--- src/rtl/bus_arb_pkg.sv ---
// Shared types and constants for the two-master bus arbiter.
package bus_arb_pkg;

  typedef enum logic [1:0] {
    IDLE  = 2'd0,
    BUSY0 = 2'd1,
    BUSY1 = 2'd2
  } state_t;

  localparam logic [31:0] ERR_RDATA = 32'hDEAD_BEEF;

  localparam logic M0 = 1'b0;
  localparam logic M1 = 1'b1;

endpackage

--- src/rtl/arb_wait_cnt.sv ---
// Saturating starvation counter for the low-priority master.
module arb_wait_cnt #(
  parameter int unsigned MAX_WAIT = 8
) (
  input  logic clk,
  input  logic rst,
  input  logic inc,
  input  logic clr,
  output logic sat
);

  localparam logic [7:0] MAX_W = 8'(MAX_WAIT);

  logic [7:0] count;

  // Clear has priority so a grant in the same cycle restarts the count.
  always_ff @(posedge clk or negedge rst) begin
    if (!rst) begin
      count <= '0;
    end else if (clr) begin
      count <= '0;
    end else if (inc && (count != MAX_W)) begin
      count <= count + 8'd1;
    end
  end

  assign sat = (count == MAX_W);

endmodule

--- src/rtl/bus_arbiter.sv ---
// Two-master device-bus arbiter: master 0 fixed priority, master 1 anti-starvation.
// Optional BUSY timeout enabled by defining BUS_ARB_TIMEOUT_EN.
module bus_arbiter
  import bus_arb_pkg::*;
#(
  parameter int unsigned MAX_WAIT = 8,
  parameter int unsigned TIMEOUT  = 255
) (
  input  logic        clk,
  input  logic        rst,
  input  logic        req0,
  input  logic [31:0] addr0,
  input  logic [31:0] wdata0,
  input  logic        we0,
  output logic        ack0,
  output logic [31:0] rdata0,
  output logic        err0,
  input  logic        req1,
  input  logic [31:0] addr1,
  input  logic [31:0] wdata1,
  input  logic        we1,
  output logic        ack1,
  output logic [31:0] rdata1,
  output logic        err1,
  output logic        bus_valid,
  output logic [31:0] bus_addr,
  output logic [31:0] bus_wdata,
  output logic        bus_we,
  input  logic [31:0] bus_rdata,
  input  logic        bus_ack,
  output logic        owner,
  output logic [1:0]  fsm_state
);

  if ((MAX_WAIT < 1) || (MAX_WAIT > 255)) begin : g_bad_max_wait
    $error("bus_arbiter: MAX_WAIT out of range 1..255");
  end
  if ((TIMEOUT < 1) || (TIMEOUT > 65535)) begin : g_bad_timeout
    $error("bus_arbiter: TIMEOUT out of range 1..65535");
  end

  // Handshake: a master raises reqX with its addr/wdata/we and holds them until
  // ackX pulses for one cycle; rdataX/errX are valid with that pulse. On the
  // slave side bus_valid stays high with stable addr/wdata/we until bus_ack.

  state_t state, state_next;
  logic   req0_eff, req1_eff;
  logic   grant0, grant1;
  logic   done;
  logic   tmo_hit;
  logic   wait_sat;

  assign req0_eff = req0 & ~ack0;
  assign req1_eff = req1 & ~ack1;

  arb_wait_cnt #(
    .MAX_WAIT(MAX_WAIT)
  ) u_wait_cnt (
    .clk(clk),
    .rst(rst),
    .inc(req1_eff && (state != BUSY1)),
    .clr(!req1 || grant1),
    .sat(wait_sat)
  );

`ifdef BUS_ARB_TIMEOUT_EN
  localparam logic [15:0] TMO_LAST = 16'(TIMEOUT - 1);

  logic [15:0] tmo_cnt;

  always_ff @(posedge clk or negedge rst) begin
    if (!rst) begin
      tmo_cnt <= '0;
    end else if (state == IDLE) begin
      tmo_cnt <= '0;
    end else if (!done) begin
      tmo_cnt <= tmo_cnt + 16'd1;
    end
  end

  // A real bus_ack in the final cycle takes precedence over the timeout.
  assign tmo_hit = (state != IDLE) && !bus_ack && (tmo_cnt == TMO_LAST);

  always_ff @(posedge clk or negedge rst) begin
    if (!rst) begin
      err0 <= 1'b0;
      err1 <= 1'b0;
    end else begin
      err0 <= done && (state == BUSY0) && tmo_hit;
      err1 <= done && (state == BUSY1) && tmo_hit;
    end
  end
`else
  assign tmo_hit = 1'b0;
  assign err0    = 1'b0;
  assign err1    = 1'b0;
`endif

  always_comb begin
    state_next = state;
    grant0     = 1'b0;
    grant1     = 1'b0;
    done       = 1'b0;
    case (state)
      IDLE: begin
        if (req1_eff && (wait_sat || !req0_eff)) begin
          grant1     = 1'b1;
          state_next = BUSY1;
        end else if (req0_eff) begin
          grant0     = 1'b1;
          state_next = BUSY0;
        end
      end
      BUSY0, BUSY1: begin
        if (bus_ack || tmo_hit) begin
          done       = 1'b1;
          state_next = IDLE;
        end
      end
      default: state_next = IDLE;
    endcase
  end

  always_ff @(posedge clk or negedge rst) begin
    if (!rst) begin
      state <= IDLE;
    end else begin
      state <= state_next;
    end
  end

  always_ff @(posedge clk or negedge rst) begin
    if (!rst) begin
      bus_addr  <= '0;
      bus_wdata <= '0;
      bus_we    <= 1'b0;
      owner     <= M0;
      ack0      <= 1'b0;
      ack1      <= 1'b0;
      rdata0    <= '0;
      rdata1    <= '0;
    end else begin
      ack0 <= 1'b0;
      ack1 <= 1'b0;
      if (grant0) begin
        bus_addr  <= addr0;
        bus_wdata <= wdata0;
        bus_we    <= we0;
        owner     <= M0;
      end else if (grant1) begin
        bus_addr  <= addr1;
        bus_wdata <= wdata1;
        bus_we    <= we1;
        owner     <= M1;
      end
      if (done) begin
        bus_we <= 1'b0;
        if (state == BUSY0) begin
          ack0   <= 1'b1;
          rdata0 <= tmo_hit ? ERR_RDATA : bus_rdata;
        end else begin
          ack1   <= 1'b1;
          rdata1 <= tmo_hit ? ERR_RDATA : bus_rdata;
        end
      end
    end
  end

  assign bus_valid = (state != IDLE);
  assign fsm_state = state;

endmodule

--- config.mk ---
export PLATFORM = sky130hd
export DESIGN_NAME = bus_arbiter
export DESIGN_NICKNAME = d
export VERILOG_FILES = /design/src/rtl/bus_arb_pkg.sv /design/src/rtl/arb_wait_cnt.sv /design/src/rtl/bus_arbiter.sv
export SDC_FILE = /design/constraint.sdc
export NUM_CORES = 1
export LEC_CHECK = 0
export BUFFER_PORTS_ARGS = -buffer_cell sky130_fd_sc_hd__buf_2
export CELL_PAD_IN_SITES_DETAIL_PLACEMENT = 0
export CELL_PAD_IN_SITES_GLOBAL_PLACEMENT = 1
export CORE_MARGIN = 8
export CORE_UTILIZATION = 34
export DETAILED_ROUTE_END_ITERATION = 8
export GPL_TIMING_DRIVEN = 0
export HOLD_SLACK_MARGIN = 0.02
export PLACE_DENSITY = 0.89
export SETUP_SLACK_MARGIN = 0.15
export SLEW_MARGIN = 20
export SYNTH_ARGS = -nofsm -noshare
export SYNTH_HDL_FRONTEND = slang
export SYNTH_SLANG_ARGS = --single-unit
--- constraint.sdc ---
create_clock -name clk -period 2.1 [get_ports clk]
set_input_delay 0.315 -clock clk [delete_from_list [all_inputs] [get_ports clk]]
set_output_delay 0.315 -clock clk [all_outputs]
set_load 0.01 [all_outputs]
==> results.cfg, run 1 <==
[layout]
stdcell_area_mm2 = 0.00852
drive_gt1_share_pct = 49.2
syn2layout_area_growth_pct = 43.4
nNetsFinal = 994

[worst_setup_path]
worstPathMaxFanout = 10
crit_buf_inv = 3
cp_top_family = simple AND/OR/NAND/NOR gates
crit_path_start_kind = flop
r2r_start = u_wait_cnt.count[1]$_DFFE_PN0P_
end_kind = flop
ff2ff_path_depth = 8
crit_type = flop to flop
crit_top_cell = buf_8
rrSetupSlack_ns = 0.24
critPathMaxStageDelay_ns = 0.39
reg2reg_to = bus_wdata[3]$_DFFE_PN0P_
cp_cell_sequence = inv_1 -> ha_1 -> nor3b_4 -> nand3_2 -> and3_4 -> buf_8 -> buf_8 -> a221o_1
crit_arrival_ns = 2.15
critical-path-slowest-cell = dfrtp_1
cp.required_ns = 2.39

[yosys]
yosysTopAreaCell = dfrtp_1
synth_common_cells = dfrtp_1, nand2_1, and2_1
synthMostInstantiatedCell = dfrtp_1
synth.distinct_cells = 37
synth.yosys.warnings = 0
synth_edf_count = 0
ys_seq_area_share_pct = 59.9
ys_ff_latch = 142
syn_inst = 495
async_reset_ff_share_pct = 100
synthFlopType = dfrtp_1
synth_area_per_cell_um2 = 12.0
netlist_area_mm2 = 0.00594
synth_top_area_share_pct = 59.9
netlist_top_cells_area = dfrtp_1, a221o_1, and2_1

[pwr]
p_per_area_mw_per_mm2 = 1620
p_leak_nw = 4.48
ir_worst_vdd_v = 0.000786
finalPower_w = 0.0138

[clock_tree]
clk_latency_ns = 0.42
cts_sinks = 142
cts.htree.levels = 4
cts_root_buffer = clkbuf_16
cts_tree = done
clock_path_buffers = 2
numCtsBuffers = 17
clk_pin_slew_worst_paths_ns = 0.07

[sta]
setup_ws_ns = 0.239
worst_slew_pin_slew_ns = 0.512
slew_headroom_pct = 65.9
timing.fmax_ghz = 0.537
final.setup_skew_ns = 0.00896
tns_ns = 0
finalHoldViolCount = 0
setup_violations = 0
fin_crit_sh_pct = 88.6
grt_setup_unrepaired = yes
slew_violations = 0
period_minus_slack_ns = 1.86

[floorplan]
dieWidth_um = 148
start_util_pct = 34.6
dieArea_mm2 = 0.0219
core.rowCount = 48
die_h_um = 148
io_pins = 304
fp.coreArea_mm2 = 0.0172

[placed_design]
hpwlAfterDp_um = 15000
io_buffers = 301
placed_cell_area_mm2 = 0.00777
place_congestion = 0.812
place_ws_ns = -0.118

[grt]
overflow = 0
grt_usage_pct = 17.4
grt_max_degree = 79
grt_pass1_vias = 5370
grt_pass1_wl_um = 30000
antenna_found_initial = 1

[routing]
finalWirelength_um = 19500
route.detailed.wl_per_inst_um = 18.4
viasPerCell = 4.81
firstDrtPassIters = 4
dr.first_iter.drc_count = 203
vias = 5102
drc = 0
ant_nets = 0

[hold_path]
min_from = bus_rdata[17]
hold_path.class = input port to flop
min_path_cells = 3
min_to = rdata1[17]$_DFFE_PN0P_

[outcome]
status = complete, no violations

[run]
maxCapViolations = 0
-- registers in the layout, summed over array words and instances, names as in the netlist --
name	flops
ack1	1
rdata0	32
bus_wdata	32
owner	1
fsm_state	2
rdata1	32
bus_we	1
bus_addr	32
u_wait_cnt.count	8
ack0	1
-- layout by cell type, fill, tap and decap left out, types with 7 or more instances in the layout --
cell | Yosys | routed
nor2_1 | 9 | 9
a221o_1 | 64 | 64
buf_2 | 7 | 309
dfrtp_1 | 142 | 142
inv_1 | 8 | 7
nand2_1 | 100 | 100
and2_1 | 65 | 65
buf_4 | 2 | 11
clkbuf_16 | 0 | 17
mux2_2 | 32 | 32
-- repair_timing --
action                                  in CTS  in global routing
endpoints found under the setup margin     107                 96
buffers inserted                             1                  3
resized for setup                           17                 21
pin swaps                                    1                  4
hold buffers                                 1                  0
hold endpoints to repair                    64                  0
-- worst max path at each step --
stage | start | to | cells past startpoint
finish | u_wait_cnt.count[1]$_DFFE_PN0P_ | bus_wdata[3]$_DFFE_PN0P_ | 8
CTS | u_wait_cnt.count[1]$_DFFE_PN0P_ | bus_wdata[3]$_DFFE_PN0P_ | 8
global route | fsm_state[1]$_DFFE_PN0P_ | bus_wdata[14]$_DFFE_PN0P_ | 7
global placement | rst | bus_wdata[24]$_DFFE_PN0P_ | 1
floorplan | u_wait_cnt.count[0]$_DFFE_PN0P_ | bus_addr[0]$_DFFE_PN0P_ | 8
detailed placement | fsm_state[1]$_DFFE_PN0P_ | bus_addr[21]$_DFFE_PN0P_ | 7
-- where the power goes --
group	total (W)	leakage (nW)	switching, W	internal [W]
combinational	0.00592	2.42	0.00314	0.00278
sequential	0.00465	1.75	0.000621	0.00403
clock	0.00321	0.301	0.00129	0.00192
-- kinds of logic after synthesis --
kind of cell    synth area share, %
buf+inv                        3.69
other cells                  0.0632
xor+xnor                      0.885
compound gates                 12.0
flops                          59.9
simple gates                   16.2
fa+ha+maj                      1.05
mux                            6.24
-- layout make-up --
type	count	area (µm²)
clock inverter	15	200
timing repair buffer	307	1580
sequential	142	3550
clock buffer	17	425
inverter	8	30.0
fill	1631	8660
multi-input combinational	314	2210
buffer	32	224
antenna	1	2.50
tap	225	282
-- routing by layer --
layer / wire, µm / vias to the layer above / track usage (%)
met2: 9280 / 224 / 28.2
met4: 183 / 0 / 4.84
li1: - / 2405 / -
met5: 0 / - / 0
met1: 7960 / 2458 / 20.5
met3: 2110 / 15 / 7.99
-- worst min-delay path, delay by kind of cell --
| kind | cells | cell delay (ns) |
|---|---|---|
| and+or+nand+nor | 2 | 0.08 |
| buffers and inverters | 1 | 0.09 |
-- per-stage QoR --
stage / std cells / hold WS, ns / utilization, %
final: 1061 / 0.0967 / 49.6
after global routing: 1061 / 0.0846 / 49.6
after CTS: 1057 / 0.0752 / 49.2
after detailed placement: 1023 / 0.297 / 45.2
after global placement: 1022 / 0.453 / 45.0
after floorplan: 496 / 0.0194 / -
(Power assumes the default switching activity.)
==> run 2, diff against run 1 <==
--- a/config.mk
+++ b/config.mk
@@ -14,6 +14,7 @@
 export GPL_TIMING_DRIVEN = 0
 export HOLD_SLACK_MARGIN = 0.02
 export PLACE_DENSITY = 0.89
+export REMOVE_ABC_BUFFERS = 1
 export SETUP_SLACK_MARGIN = 0.15
 export SLEW_MARGIN = 20
 export SYNTH_ARGS = -nofsm -noshare
==> results.cfg, run 2 (synthesized netlist as in run 1, its figures left out) <==
[outcome]
status = complete, no violations

[routing]
finalWirelength_um = 19800
route.detailed.wl_per_inst_um = 19.0
vias = 5020
dr.first_iter.drc_count = 240
ant_nets = 0
viasPerCell = 4.81
firstDrtPassIters = 4
drc = 0

[pwr]
netSwitchingPower_w = 0.00508
comb_power_share_pct = 43.5
p_clk_share_pct = 23.2
ir_worst_vdd_v = 0.000669
p_sw_share_pct = 36.4
p_leak_nw = 4.45
p_per_area_mw_per_mm2 = 1630
p_int_w = 0.00887
p_seq_share_pct = 33.3

[clock_tree]
cts.htree.levels = 4
numCtsBuffers = 17
cts_root_buffer = clkbuf_16
cts_tree = done
clock_path_buffers = 2
clk_pin_slew_worst_paths_ns = 0.06
clk_latency_ns = 0.41
cts_sinks = 142

[run]
maxCapViolations = 0

[worst_setup_path]
crit_arrival_ns = 2.19
critical-path-slowest-cell = dfrtp_1
cp_top_family = simple AND/OR/NAND/NOR gates
crit_type = flop to flop
cp.required_ns = 2.40
crit_path_start_kind = flop
cp_cell_sequence = inv_1 -> ha_1 -> nor3b_4 -> a21boi_4 -> buf_4 -> or2_2 -> o221a_2
worstPathMaxFanout = 3
critPathMaxStageDelay_ns = 0.40
end_kind = flop
crit_buf_inv = 2

[sta]
finalHoldViolCount = 0
setup_violations = 0
grt_setup_unrepaired = yes
holdWs_ns = 0.104
period_minus_slack_ns = 1.89
fin_crit_sh_pct = 90.2
slew_headroom_pct = 58.9
timing.fmax_ghz = 0.528
slew_violations = 0
final.setup_skew_ns = 0.0123
worst_slew_pin_slew_ns = 0.616

[layout]
fillers = 1604
layout.cells.non_filler = 1044
layout.cells.most_common_list = buf_2, dfrtp_1, nand2_1
syn2layout_area_growth_pct = 44.4
drive_gt1_share_pct = 49.0
nNetsFinal = 977
fin_util_pct = 49.9
final_common_cell = buf_2

[floorplan]
start_util_pct = 34.6
core.rowCount = 48
die_h_um = 148
dieWidth_um = 148
fp.coreArea_mm2 = 0.0172
dieArea_mm2 = 0.0219
io_pins = 304

[placed_design]
place_congestion = 0.802
placed_cells = 997
io_buffers = 301
hpwlAfterDp_um = 13900

[grt]
grt_usage_pct = 17.6
grt_max_degree = 80
grt_pass1_wl_um = 30000
antenna_found_initial = 1
overflow = 0
grt_pass1_vias = 5319

[hold_path]
hold_path.class = input port to flop
-- run 2: area by class of cell --
| cell class | count | area [µm²] | area share [%] |
|---|---|---|---|
| antenna | 1 | 2.50 | 0.0292 |
| timing repair buffer | 316 | 1730 | 20.2 |
| inverter | 8 | 32.5 | 0.379 |
| tap | 225 | 282 | 3.28 |
| sequential | 142 | 3550 | 41.4 |
| clock inverter | 15 | 206 | 2.41 |
| multi-input combinational | 320 | 2340 | 27.3 |
| clock buffer | 17 | 425 | 4.96 |
-- run 2: path summary, 6_finish.rpt --
kind	cells after the start	slack [ns]	to	start
max in group asynchronous	3	0.87	rdata0[18]$_DFFE_PN0P_	rst
setup reg to reg	7	0.21	bus_we$_DFFE_PN0P_	u_wait_cnt.count[0]$_DFFE_PN0P_
hold / removal	3	0.10	rdata1[18]$_DFFE_PN0P_	bus_rdata[18]
hold reg to reg	2	0.47	rdata1[23]$_DFFE_PN0P_	rdata1[23]$_DFFE_PN0P_
setup / recovery	7	0.21	bus_we$_DFFE_PN0P_	u_wait_cnt.count[0]$_DFFE_PN0P_
min in group asynchronous	2	0.45	bus_wdata[1]$_DFFE_PN0P_	rst
-- run 2: timing repair --
item / in CTS / in global routing
resized for setup: 12 / 11
buffers inserted: 2 / 5
endpoints found under the hold margin: 63 / 0
setup endpoints to repair: 72 / 105
pin swaps: 2 / 2
gates cloned: 4 / 2
hold buffers: 1 / 0
-- run 2: worst reg2reg max path, stage by stage, from the launching register on --
cell and delay, ns:
dfrtp_1 0.40, inv_1 0.06, ha_1 0.14, nor3b_4 0.31
a21boi_4 0.12, buf_4 0.18, or2_2 0.31, o221a_2 0.27
-- run 2: stage by stage --
stage,area (µm²),total power (W),TNS [ns],setup WS [ns]
after floorplan,5750,0.00778,-97.25,-1.36
after global placement,7540,0.00989,-486.12,-3.62
after detailed placement,7730,0.0104,-5.59,-0.186
after CTS,8470,0.0139,0,0.126
after global routing,8580,0.0148,0,0.110
final,8580,0.0139,0,0.206
-- run 2: power by group through the flow --
stage          registers, W  clock network, W  logic (W)
5_1_grt             0.00479           0.00344    0.00661
3_3_place_gp        0.00459                 0    0.00530
6_report            0.00464           0.00323    0.00607
2_1_floorplan       0.00525                 0    0.00253
3_5_place_dp        0.00464                 0    0.00581
4_1_cts             0.00463           0.00332    0.00600
-- run 2: layer usage --
layer	vias to the layer above	routed length, µm	global-route usage (%)
met2	187	10100	29.2
met3	27	1560	6.02
li1	2370	-	-
met4	0	354	5.86
met5	-	0	0
met1	2436	7810	20.8
